**src/rtl/score_collector_pkg.sv**
```systemverilog
// -----------------------------------------------------------------------------
// nw_pkg
// Shared types for the alignment score collector: the score and row types, the
// FIFO word that carries a row/score pair, the collector state encoding, the
// most-negative score used as the max-tracking seed, and a saturating row
// increment helper.
// -----------------------------------------------------------------------------
package nw_pkg;

    typedef logic signed [31:0] score_t;
    typedef logic [15:0]        row_t;

    typedef enum logic [1:0] {
        ST_IDLE    = 2'd0,
        ST_COLLECT = 2'd1,
        ST_DRAIN   = 2'd2,
        ST_DONE    = 2'd3
    } coll_state_t;

    // One FIFO word: the row the score belongs to and the score itself.
    typedef struct packed {
        row_t   row;
        score_t score;
    } entry_t;

    localparam score_t SCORE_MIN = 32'sh8000_0000;
    localparam row_t   ROW_MAX   = 16'hFFFF;

    // Row counter increment that sticks at the top value instead of wrapping.
    function automatic row_t row_inc_sat(input row_t row);
        if (row == ROW_MAX) begin
            return row;
        end else begin
            return row + 16'd1;
        end
    endfunction

endpackage

```
**src/rtl/score_collector_if.sv**
```systemverilog
// -----------------------------------------------------------------------------
// score_collector_if
// Groups the score input strobe from the last-column PE and the per-row output
// stream with its ready handshake.
//   in_valid/in_score/in_finish : score strobe, signed score, finish flag
//   out_valid/out_score/out_row : per-row stream (FIFO head)
//   out_ready                   : downstream accepts the current word
// Modports: master = producer/consumer side (bench or fabric),
//           slave  = the collector.
// -----------------------------------------------------------------------------
interface score_collector_if;
    import nw_pkg::*;

    logic   in_valid;
    score_t in_score;
    logic   in_finish;
    logic   out_ready;
    logic   out_valid;
    score_t out_score;
    row_t   out_row;

    modport master (
        output in_valid, in_score, in_finish, out_ready,
        input  out_valid, out_score, out_row
    );

    modport slave (
        input  in_valid, in_score, in_finish, out_ready,
        output out_valid, out_score, out_row
    );

endinterface

```
**src/rtl/score_fifo.sv**
```systemverilog
// -----------------------------------------------------------------------------
// score_fifo
// Synchronous first-word-fall-through FIFO. The head word is visible on o_data
// whenever o_valid is high; a push into a full FIFO is only accepted when a pop
// happens in the same cycle, otherwise the word is dropped and o_drop pulses.
// Ports:
//   clk, reset    : clock, synchronous active-high reset (empties, zeroes RAM)
//   i_clear       : synchronous flush (pointers only)
//   i_push/i_data : write strobe and word
//   i_pop         : remove head word (ignored when empty)
//   o_data        : head word
//   o_valid       : FIFO non-empty
//   o_drop        : push lost because FIFO full with no pop
// Parameters: DEPTH (power of 2, >= 2), T (word type).
// -----------------------------------------------------------------------------
module score_fifo
    import nw_pkg::*;
#(
    parameter int  DEPTH = 16,
    parameter type T     = entry_t
) (
    input  logic clk,
    input  logic reset,
    input  logic i_clear,
    input  logic i_push,
    input  T     i_data,
    input  logic i_pop,
    output T     o_data,
    output logic o_valid,
    output logic o_drop
);

    localparam int            AW       = $clog2(DEPTH);
    localparam logic [AW:0]   FULL_CNT = (AW + 1)'(DEPTH);
    localparam logic [AW:0]   CNT_ZERO = (AW + 1)'(0);
    localparam logic [AW:0]   CNT_ONE  = (AW + 1)'(1);
    localparam logic [AW-1:0] PTR_ZERO = AW'(0);
    localparam logic [AW-1:0] PTR_ONE  = AW'(1);

    T                r_mem [DEPTH];
    logic [AW-1:0]   r_wr_ptr;
    logic [AW-1:0]   r_rd_ptr;
    logic [AW:0]     r_count;

    logic            w_pop;
    logic            w_full;
    logic            w_push;

    // Handshake qualification: a full FIFO still takes a word if it is popping.
    always_comb begin
        w_pop  = i_pop && (r_count != CNT_ZERO);
        w_full = (r_count == FULL_CNT);
        w_push = i_push && (!w_full || w_pop);
        o_drop = i_push && w_full && !w_pop;
    end

    // Storage, pointers and occupancy.
    always_ff @(posedge clk) begin
        if (reset) begin
            for (int i = 0; i < DEPTH; i++) begin
                r_mem[i] <= T'(0);
            end
            r_wr_ptr <= PTR_ZERO;
            r_rd_ptr <= PTR_ZERO;
            r_count  <= CNT_ZERO;
        end else if (i_clear) begin
            r_wr_ptr <= PTR_ZERO;
            r_rd_ptr <= PTR_ZERO;
            r_count  <= CNT_ZERO;
        end else begin
            if (w_push) begin
                r_mem[r_wr_ptr] <= i_data;
                r_wr_ptr        <= r_wr_ptr + PTR_ONE;
            end
            if (w_pop) begin
                r_rd_ptr <= r_rd_ptr + PTR_ONE;
            end
            case ({w_push, w_pop})
                2'b10:   r_count <= r_count + CNT_ONE;
                2'b01:   r_count <= r_count - CNT_ONE;
                default: r_count <= r_count;
            endcase
        end
    end

    assign o_data  = r_mem[r_rd_ptr];
    assign o_valid = (r_count != CNT_ZERO);

endmodule

```
**src/rtl/score_collector.sv**
```systemverilog
// -----------------------------------------------------------------------------
// score_collector
// Collects the N+1 row scores leaving the last PE column of the alignment
// array, streams them out as {row, score} through a FWFT FIFO and produces an
// alignment summary (final score, and maximum score with its row).
// Ports:
//   clk, reset    : clock, synchronous active-high reset
//   arm           : pulse, starts (or restarts) a collection
//   bus (slave)   : score input strobe + per-row output stream
//   result_valid  : summary valid from the first DONE cycle until next arm
//   final_score   : last accepted score
//   max_score/max_row : running maximum and its row
//   busy          : collecting or draining
//   overflow      : sticky, a score was dropped because the FIFO was full
// Parameters: N (last row index), DEPTH (FIFO depth, power of 2, >= 2).
// Build option: SCORE_COLLECTOR_MAX_TRACK_EN enables the signed running-max
// comparator; without it max_score/max_row follow the last accepted score/row.
// -----------------------------------------------------------------------------
module score_collector
    import nw_pkg::*;
#(
    parameter int N     = 8,
    parameter int DEPTH = 16
) (
    input  logic                     clk,
    input  logic                     reset,
    input  logic                     arm,
    score_collector_if.slave         bus,
    output logic                     result_valid,
    output score_t                   final_score,
    output score_t                   max_score,
    output row_t                     max_row,
    output logic                     busy,
    output logic                     overflow
);

    localparam row_t LAST_ROW = row_t'(N);

    coll_state_t r_state;
    coll_state_t w_next_state;

    row_t        r_row_cnt;
    score_t      r_final_score;
    score_t      r_max_score;
    row_t        r_max_row;
    logic        r_overflow;
    logic        r_result_valid;
    logic        r_busy;

    logic        w_accept;
    logic        w_last_row;
    logic        w_fifo_pop;
    logic        w_fifo_valid;
    logic        w_fifo_drop;
    entry_t      w_fifo_wdata;
    entry_t      w_fifo_rdata;

    // Scores are only taken while collecting; arm in the same cycle aborts the
    // run, so the strobe is discarded rather than pushed into the flushed FIFO.
    always_comb begin
        w_accept     = (r_state == ST_COLLECT) && bus.in_valid && !arm;
        w_last_row   = w_accept && (r_row_cnt == LAST_ROW);
        w_fifo_pop   = w_fifo_valid && bus.out_ready;
        w_fifo_wdata = '{row: r_row_cnt, score: bus.in_score};
    end

    score_fifo #(
        .DEPTH (DEPTH),
        .T     (entry_t)
    ) u_fifo (
        .clk     (clk),
        .reset   (reset),
        .i_clear (arm),
        .i_push  (w_accept),
        .i_data  (w_fifo_wdata),
        .i_pop   (w_fifo_pop),
        .o_data  (w_fifo_rdata),
        .o_valid (w_fifo_valid),
        .o_drop  (w_fifo_drop)
    );

    // FSM state register.
    always_ff @(posedge clk) begin
        if (reset) begin
            r_state <= ST_IDLE;
        end else begin
            r_state <= w_next_state;
        end
    end

    // FSM next state: arm restarts from any state; DRAIN waits for the FIFO.
    always_comb begin
        w_next_state = r_state;
        case (r_state)
            ST_IDLE: begin
                if (arm) begin
                    w_next_state = ST_COLLECT;
                end else begin
                    w_next_state = ST_IDLE;
                end
            end
            ST_COLLECT: begin
                if (arm) begin
                    w_next_state = ST_COLLECT;
                end else if (bus.in_finish || w_last_row) begin
                    w_next_state = ST_DRAIN;
                end else begin
                    w_next_state = ST_COLLECT;
                end
            end
            ST_DRAIN: begin
                if (arm) begin
                    w_next_state = ST_COLLECT;
                end else if (!w_fifo_valid) begin
                    w_next_state = ST_DONE;
                end else begin
                    w_next_state = ST_DRAIN;
                end
            end
            ST_DONE: begin
                if (arm) begin
                    w_next_state = ST_COLLECT;
                end else begin
                    w_next_state = ST_DONE;
                end
            end
            default: begin
                w_next_state = ST_IDLE;
            end
        endcase
    end

    // Row counter, summary registers and status flags.
    always_ff @(posedge clk) begin
        if (reset) begin
            r_row_cnt      <= 16'd0;
            r_final_score  <= 32'sd0;
            r_max_score    <= SCORE_MIN;
            r_max_row      <= 16'd0;
            r_overflow     <= 1'b0;
            r_result_valid <= 1'b0;
            r_busy         <= 1'b0;
        end else begin
            if (arm) begin
                r_row_cnt     <= 16'd0;
                r_final_score <= 32'sd0;
                r_max_score   <= SCORE_MIN;
                r_max_row     <= 16'd0;
                r_overflow    <= 1'b0;
            end else begin
                if (w_accept) begin
                    r_row_cnt     <= row_inc_sat(r_row_cnt);
                    r_final_score <= bus.in_score;
`ifdef SCORE_COLLECTOR_MAX_TRACK_EN
                    // Strict compare keeps the earliest row on ties; dropped
                    // words still take part since this runs on every accept.
                    if (bus.in_score > r_max_score) begin
                        r_max_score <= bus.in_score;
                        r_max_row   <= r_row_cnt;
                    end
`else
                    r_max_score <= bus.in_score;
                    r_max_row   <= r_row_cnt;
`endif
                end
                if (w_fifo_drop) begin
                    r_overflow <= 1'b1;
                end
            end
            // Status flags are registered copies of the state being entered.
            r_result_valid <= (w_next_state == ST_DONE);
            r_busy         <= (w_next_state == ST_COLLECT) || (w_next_state == ST_DRAIN);
        end
    end

    assign bus.out_valid = w_fifo_valid;
    assign bus.out_score = w_fifo_rdata.score;
    assign bus.out_row   = w_fifo_rdata.row;

    assign result_valid  = r_result_valid;
    assign final_score   = r_final_score;
    assign max_score     = r_max_score;
    assign max_row       = r_max_row;
    assign busy          = r_busy;
    assign overflow      = r_overflow;

endmodule

```
**src/flat_wrapper.sv**
```systemverilog
// flat-port wrapper written by rule: the top's interface ports become plain ports
module score_collector_flat import nw_pkg::*;
#(
    parameter int N     = 8,
    parameter int DEPTH = 16
)
  (clk, reset, arm, result_valid, final_score, max_score, max_row, busy, overflow, bus_in_valid, bus_in_score, bus_in_finish, bus_out_ready, bus_out_valid, bus_out_score, bus_out_row);
  score_collector_if bus_i ();
  input  logic clk;
  input  logic reset;
  input  logic arm;
  output logic result_valid;
  output score_t final_score;
  output score_t max_score;
  output row_t max_row;
  output logic busy;
  output logic overflow;
  input wire logic [$bits(bus_i.in_valid)-1:0] bus_in_valid;
  input wire logic [$bits(bus_i.in_score)-1:0] bus_in_score;
  input wire logic [$bits(bus_i.in_finish)-1:0] bus_in_finish;
  input wire logic [$bits(bus_i.out_ready)-1:0] bus_out_ready;
  output wire logic [$bits(bus_i.out_valid)-1:0] bus_out_valid;
  output wire logic [$bits(bus_i.out_score)-1:0] bus_out_score;
  output wire logic [$bits(bus_i.out_row)-1:0] bus_out_row;
  assign bus_i.in_valid = bus_in_valid;
  assign bus_i.in_score = bus_in_score;
  assign bus_i.in_finish = bus_in_finish;
  assign bus_i.out_ready = bus_out_ready;
  assign bus_out_valid = bus_i.out_valid;
  assign bus_out_score = bus_i.out_score;
  assign bus_out_row = bus_i.out_row;
  score_collector #(.N(N), .DEPTH(DEPTH)) u_core (.clk(clk), .reset(reset), .arm(arm), .bus(bus_i), .result_valid(result_valid), .final_score(final_score), .max_score(max_score), .max_row(max_row), .busy(busy), .overflow(overflow));
endmodule
```
**config.mk**
```make
export PLATFORM = sky130hd
export DESIGN_NAME = score_collector_flat
export DESIGN_NICKNAME = d
export VERILOG_FILES = /design/src/rtl/score_collector_pkg.sv /design/src/rtl/score_collector_if.sv /design/src/rtl/score_fifo.sv /design/src/rtl/score_collector.sv /design/src/flat_wrapper.sv
export SDC_FILE = /design/constraint.sdc
export NUM_CORES = 1
export LEC_CHECK = 0
export BUFFER_PORTS_ARGS = -buffer_cell sky130_fd_sc_hd__buf_2
export CAP_MARGIN = 20
export CORE_ASPECT_RATIO = 1.1
export CORE_MARGIN = 2
export CORE_UTILIZATION = 50
export CTS_CLUSTER_DIAMETER = 100
export DETAILED_ROUTE_END_ITERATION = 6
export PLACE_DENSITY = 0.77
export SLEW_MARGIN = 20
export SYNTH_ARGS = -nofsm -noshare
export SYNTH_HDL_FRONTEND = slang
export SYNTH_SLANG_ARGS = --single-unit
```
**constraint.sdc**
```tcl
create_clock -name clk -period 9.5 [get_ports clk]
set_input_delay 0.95 -clock clk [delete_from_list [all_inputs] [get_ports clk]]
set_output_delay 0.95 -clock clk [all_outputs]
set_load 0.05 [all_outputs]
```
* Word-level counts from Yosys, hierarchy flattened
Memories as Yosys holds them, arrays and structs flattened. A register that Yosys moved wholly into a read port is not among the register bits.
Cells that the tools add are included.
** Storage, ports and cells
- Flip-flop bits (word level) :: 114
- Memory bits (writable) :: 768
- Bits of input ports :: 38
- Output and inout bits :: 132
- Memories kept :: 1
** Memories
- u_core.u_fifo.r_mem :: depth 16, width 48, rd ports 1, clocked after Yosys merged registers in 1, write ports 16, RTL line score_fifo.sv:40 : T r_mem [DEPTH];
** Operators by class
- Add/subtract/negate cells :: 5
- Eq/ne operators :: 11
- Multiplexer cells :: 19
- Bitwise logic cells :: 1
- Reductions and logical operators :: 20
** Operators with widths (number)
- 48-bit 2-to-1 mux :: 1
- 48-bit OR reduction :: 1
- 16-bit by 1-bit adder with 16-bit output, second input constant :: 1
- 16-bit equality test, second input constant :: 1
- 16-bit by 4-bit equality test with 1-bit output, second input constant :: 1
- 4-bit 2-to-1 mux :: 3
- 2-bit equality test, second input constant :: 5
- 5-bit case mux with 2 select lines :: 1
- 1-bit 2-to-1 mux :: 9
- 4-bit by 1-bit adder with 4-bit output, second input constant :: 2
- 1-bit logical AND :: 8
- 2-bit 2-to-1 mux :: 4
- 2-bit case mux with 4 select lines :: 1
- 2-bit by 1-bit equality test with 1-bit output, second input constant :: 3
- 5-bit by 1-bit adder with 5-bit output, second input constant :: 1
- 5-bit equality test, second input constant :: 1
- 5-bit nonzero test :: 1
- 5-bit by 1-bit subtractor with 5-bit output, second input constant :: 1
- 1-bit logical NOT :: 3
- 1-bit logical OR :: 3
- 2-bit logical NOT :: 1
- 2-bit AND reduction :: 1
- 2-bit nonzero test :: 1
- 2-bit OR reduction :: 1
- 1-bit NOT :: 1

* Depth between registers and ports, before layout
- Word-level depth :: 11
- Mapped depth :: 12
- Depth with buffers taken out :: 10

* Cells and area by module
Synthesis repeated with hierarchy kept, for this count alone.
** Unflattened totals
- Cells, all modules :: 2486
- Area, all modules :: 38519.4 um^2
** Modules (own cells, without submodules)
- score_fifo :: times used 1, cells an instance 2099, area an instance 35467.8 um^2, sequential area each 23402.4 um^2
- score_collector :: times used 1, cells an instance 387, area an instance 3051.7 um^2, sequential area each 1401.3 um^2

* Worst setup path before layout
Ideal clock, no wire load.
- Path kind :: input -> register
- Start :: input port bus_in_valid
- End :: memory u_core.u_fifo.r_mem[2][0] (netlist name), enable pin
- Setup time :: 0.408 ns
- Arrival time :: 3.225 ns
- Path slack :: 5.867 ns
- Cell stages on the path :: 7
- Path buffers :: 3
- Path through :: nor4bb_1 buf_2 o21ai_4 buf_6 nor4_2 buf_6 or2_1
** RTL lines
- start: declaration :: RTL line flat_wrapper.sv:18 : input wire logic [$bits(bus_i.in_valid)-1:0] bus_in_valid;
- end: declaration :: RTL line score_fifo.sv:40

==> out/qor.yml <==
route:
  viasPerCell: 5.96
  wl_per_cell_microns: 26.8
  drt_iter0_markers: 2649
  first_pass_iters: 6
  remaining_drc_errors: 0
  wirelength_microns: 96500
  route.vias.total: 21500
  ant_nets: 0
timing:
  clock_skew_ns: 0.0226
  fmax_mhz: 195
  relSlewSlack: 0.257
  rsz0062_at_grt: "false"
  slew_violations: 0
  worst_pin_slew_ns: 1.11
  layout_min_cycle_time_ns: 5.14
  final.period_utilization: 0.541
  setup-tns-final_ns: 0
  finalSetupViolations: 0
  setup_ws_ns: 4.36
  hold_viol: 0
worst_setup_path:
  cp-start-kind: "flip-flop"
  crit_arrival_ns: 4.19
  endpoint_kind: "output port"
  cp_max_fo: 46
  cp.required_ns: 8.55
  crit_type: "flip-flop to output port"
logic_synthesis:
  ys_seq_area_frac: 0.650
  synth.top_cell.area_share: 0.604
  synth.cell_area_sq_um: 38200
  syn_nets: 2517
  async_reset_ff_frac: 0
  netlist_top_cells_area: "edfxtp_1 60%, mux4_2 14%, and2_1 12%"
  synth.avg_cell_area_sq_um: 15.5
  ys_seq_elements: 855
  synth_flop_cell: "edfxtp_1"
  synth_edf_count: 768
  yosys.area.top_type: "edfxtp_1"
  ys_warn_count: 0
  synth_common_cells: "768 x edfxtp_1, 732 x and2_1, 240 x mux4_2"
  synth_cells: 2469
  yosysUniqueCellTypes: 47
  yosysMostFrequentCell: "edfxtp_1"
grt:
  grt_antenna_before_repair: 7
  grt_util_all_layers: 0.251
  grt_max_degree: 101
  grt_pass1_vias: 21600
  grt_pass1_wl_microns: 144000
  gr-total-overflow: 0
finish:
  fin_nets: 2557
  area_delta_synth_final_pct: 10.9
  drive_above_1_share: 0.237
clock_tree:
  holdBufCountCts: 0
  cts_sinks: 855
  clk-insertion-delay-late_ns: 0.65
  root_buffer: "clkbuf_16"
  cts_resized: 0
  postCtsSetupRepairBufs: 0
  numCtsBuffers: 83
  cts.path.max_buffers: 3
  htreeDepth: 3
  path_clk_slew_ns: 0.06
  cts_tree: "done"
placement:
  gp_congestion: 0.880
  dp_hpwl_microns: 61100
  io_buffers: 169
  pre_cts_slack_ns: 4.64
die:
  rows: 106
  die_h_microns: 294
  initial_utilization: 0.503
  die_x_microns: 267
  core_area_sq_um: 75900
  die_area_sq_um: 78600
  io_pins: 170
outcome:
  status: "complete, no violations"
power_and_ir_drop:
  p_total_w: 0.00796
  leakagePower_nw: 14.8
  power_density_nw_per_um2: 188
  peakVddDrop_v: 0.000138
worst_hold_path:
  hold_path_class: "flip-flop to flip-flop"
flow_run:
  drv_cap: 0
sequential cells by signal, summed over array words and instances (netlist names), named ones only:
signal / cells
u_core.max_row: 16
u_core.r_state: 2
u_core.u_fifo.r_wr_ptr: 4
u_core.u_fifo.r_rd_ptr: 4
u_core.r_row_cnt: 16
u_core.u_fifo.r_count: 5
u_core.u_fifo.r_mem: 768
u_core.busy: 1
u_core.max_score: 32
u_core.final_score: 1
u_core.result_valid: 1
u_core.overflow: 1
cells in the final DEF, fill, tap and decap left out, drive strengths merged, types with 8 or more instances in the layout:
| cell | Yosys | routed |
|---|---|---|
| xnor2 | 11 | 11 |
| xor2 | 11 | 11 |
| nor3 | 18 | 18 |
| dfxtp | 87 | 87 |
| ha | 10 | 10 |
| and2 | 732 | 732 |
| inv | 9 | 12 |
| clkbuf | 185 | 108 |
| or2 | 18 | 18 |
| buf | 72 | 212 |
| mux4 | 240 | 240 |
| nor4 | 44 | 44 |
| nand2 | 106 | 106 |
| bufinv | 0 | 8 |
| clkinv | 0 | 29 |
| edfxtp | 768 | 768 |
| nor2 | 34 | 34 |
| a21oi | 58 | 58 |
worst paths after layout:
kind | startpoint | to | slack [ns] | depth (start not counted)
max | flip-flop | bus_out_row[2] | 4.36 | 5
min reg2reg | u_core.max_row[3] | u_core.max_row[3] | 0.46 | 2
min | u_core.max_row[3] | u_core.max_row[3] | 0.46 | 2
max reg2reg | u_core.r_state[0] | u_core.u_fifo.r_mem[1][20] | 5.32 | 8
metrics by stage:
stage	hold slack (ns)	instances	instance area (sq um)	utilization
after CTS	0.463	3601	42300	0.558
after detailed placement	0.451	3450	39600	0.522
after global placement	0.445	3450	39600	0.522
final	0.459	3602	42300	0.558
after floorplan	0.459	2469	38200	-
after global routing	0.481	3601	42300	0.558
power by group:
part	internal, W	switching, W	total, W
combinational	0.000116	0.000285	0.000400
sequential	0.00422	0.0000457	0.00427
clock	0.00189	0.00140	0.00329
layout make-up:
cell class | instances | area [sq um]
diodes | 1 | 2.50
fillers | 5806 | 33500
clock buffers | 108 | 2240
well taps | 1026 | 1280
flip-flops and latches | 855 | 24800
inverters | 9 | 33.8
multi-input cells | 1348 | 12300
clock inverters | 43 | 444
repair buffers | 212 | 1180
worst max-delay path: stages, from the launching register on:
cell,delay [ns]
dfxtp_4,0.54
buf_4,0.80
buf_4,0.67
mux4_2,0.58
mux4_2,0.60
buf_2,0.26
kinds of logic (layout without fill, tap and decap cells):
family	after synthesis	after routing	synth area share
adder cells (fa/ha/maj)	10	10	0.00328
buffers and inverters	266	372	0.0316
AO/OA/AOI/OAI	82	82	0.0126
multiplexers	245	245	0.143
other	0	1	0
flip-flops	855	855	0.650
XOR/XNOR	22	22	0.00505
AND/OR/NAND/NOR	989	989	0.155
layer usage:
metal	wire length [microns]	share of wire	vias up	GRT usage
met5	52	0.00054	-	0
met2	46400	0.48	1194	0.396
li1	-	-	9102	-
met1	36700	0.38	11000	0.347
met3	10800	0.11	142	0.0615
met4	2500	0.026	6	0.0766
Power figures use the tool's default switching activity.
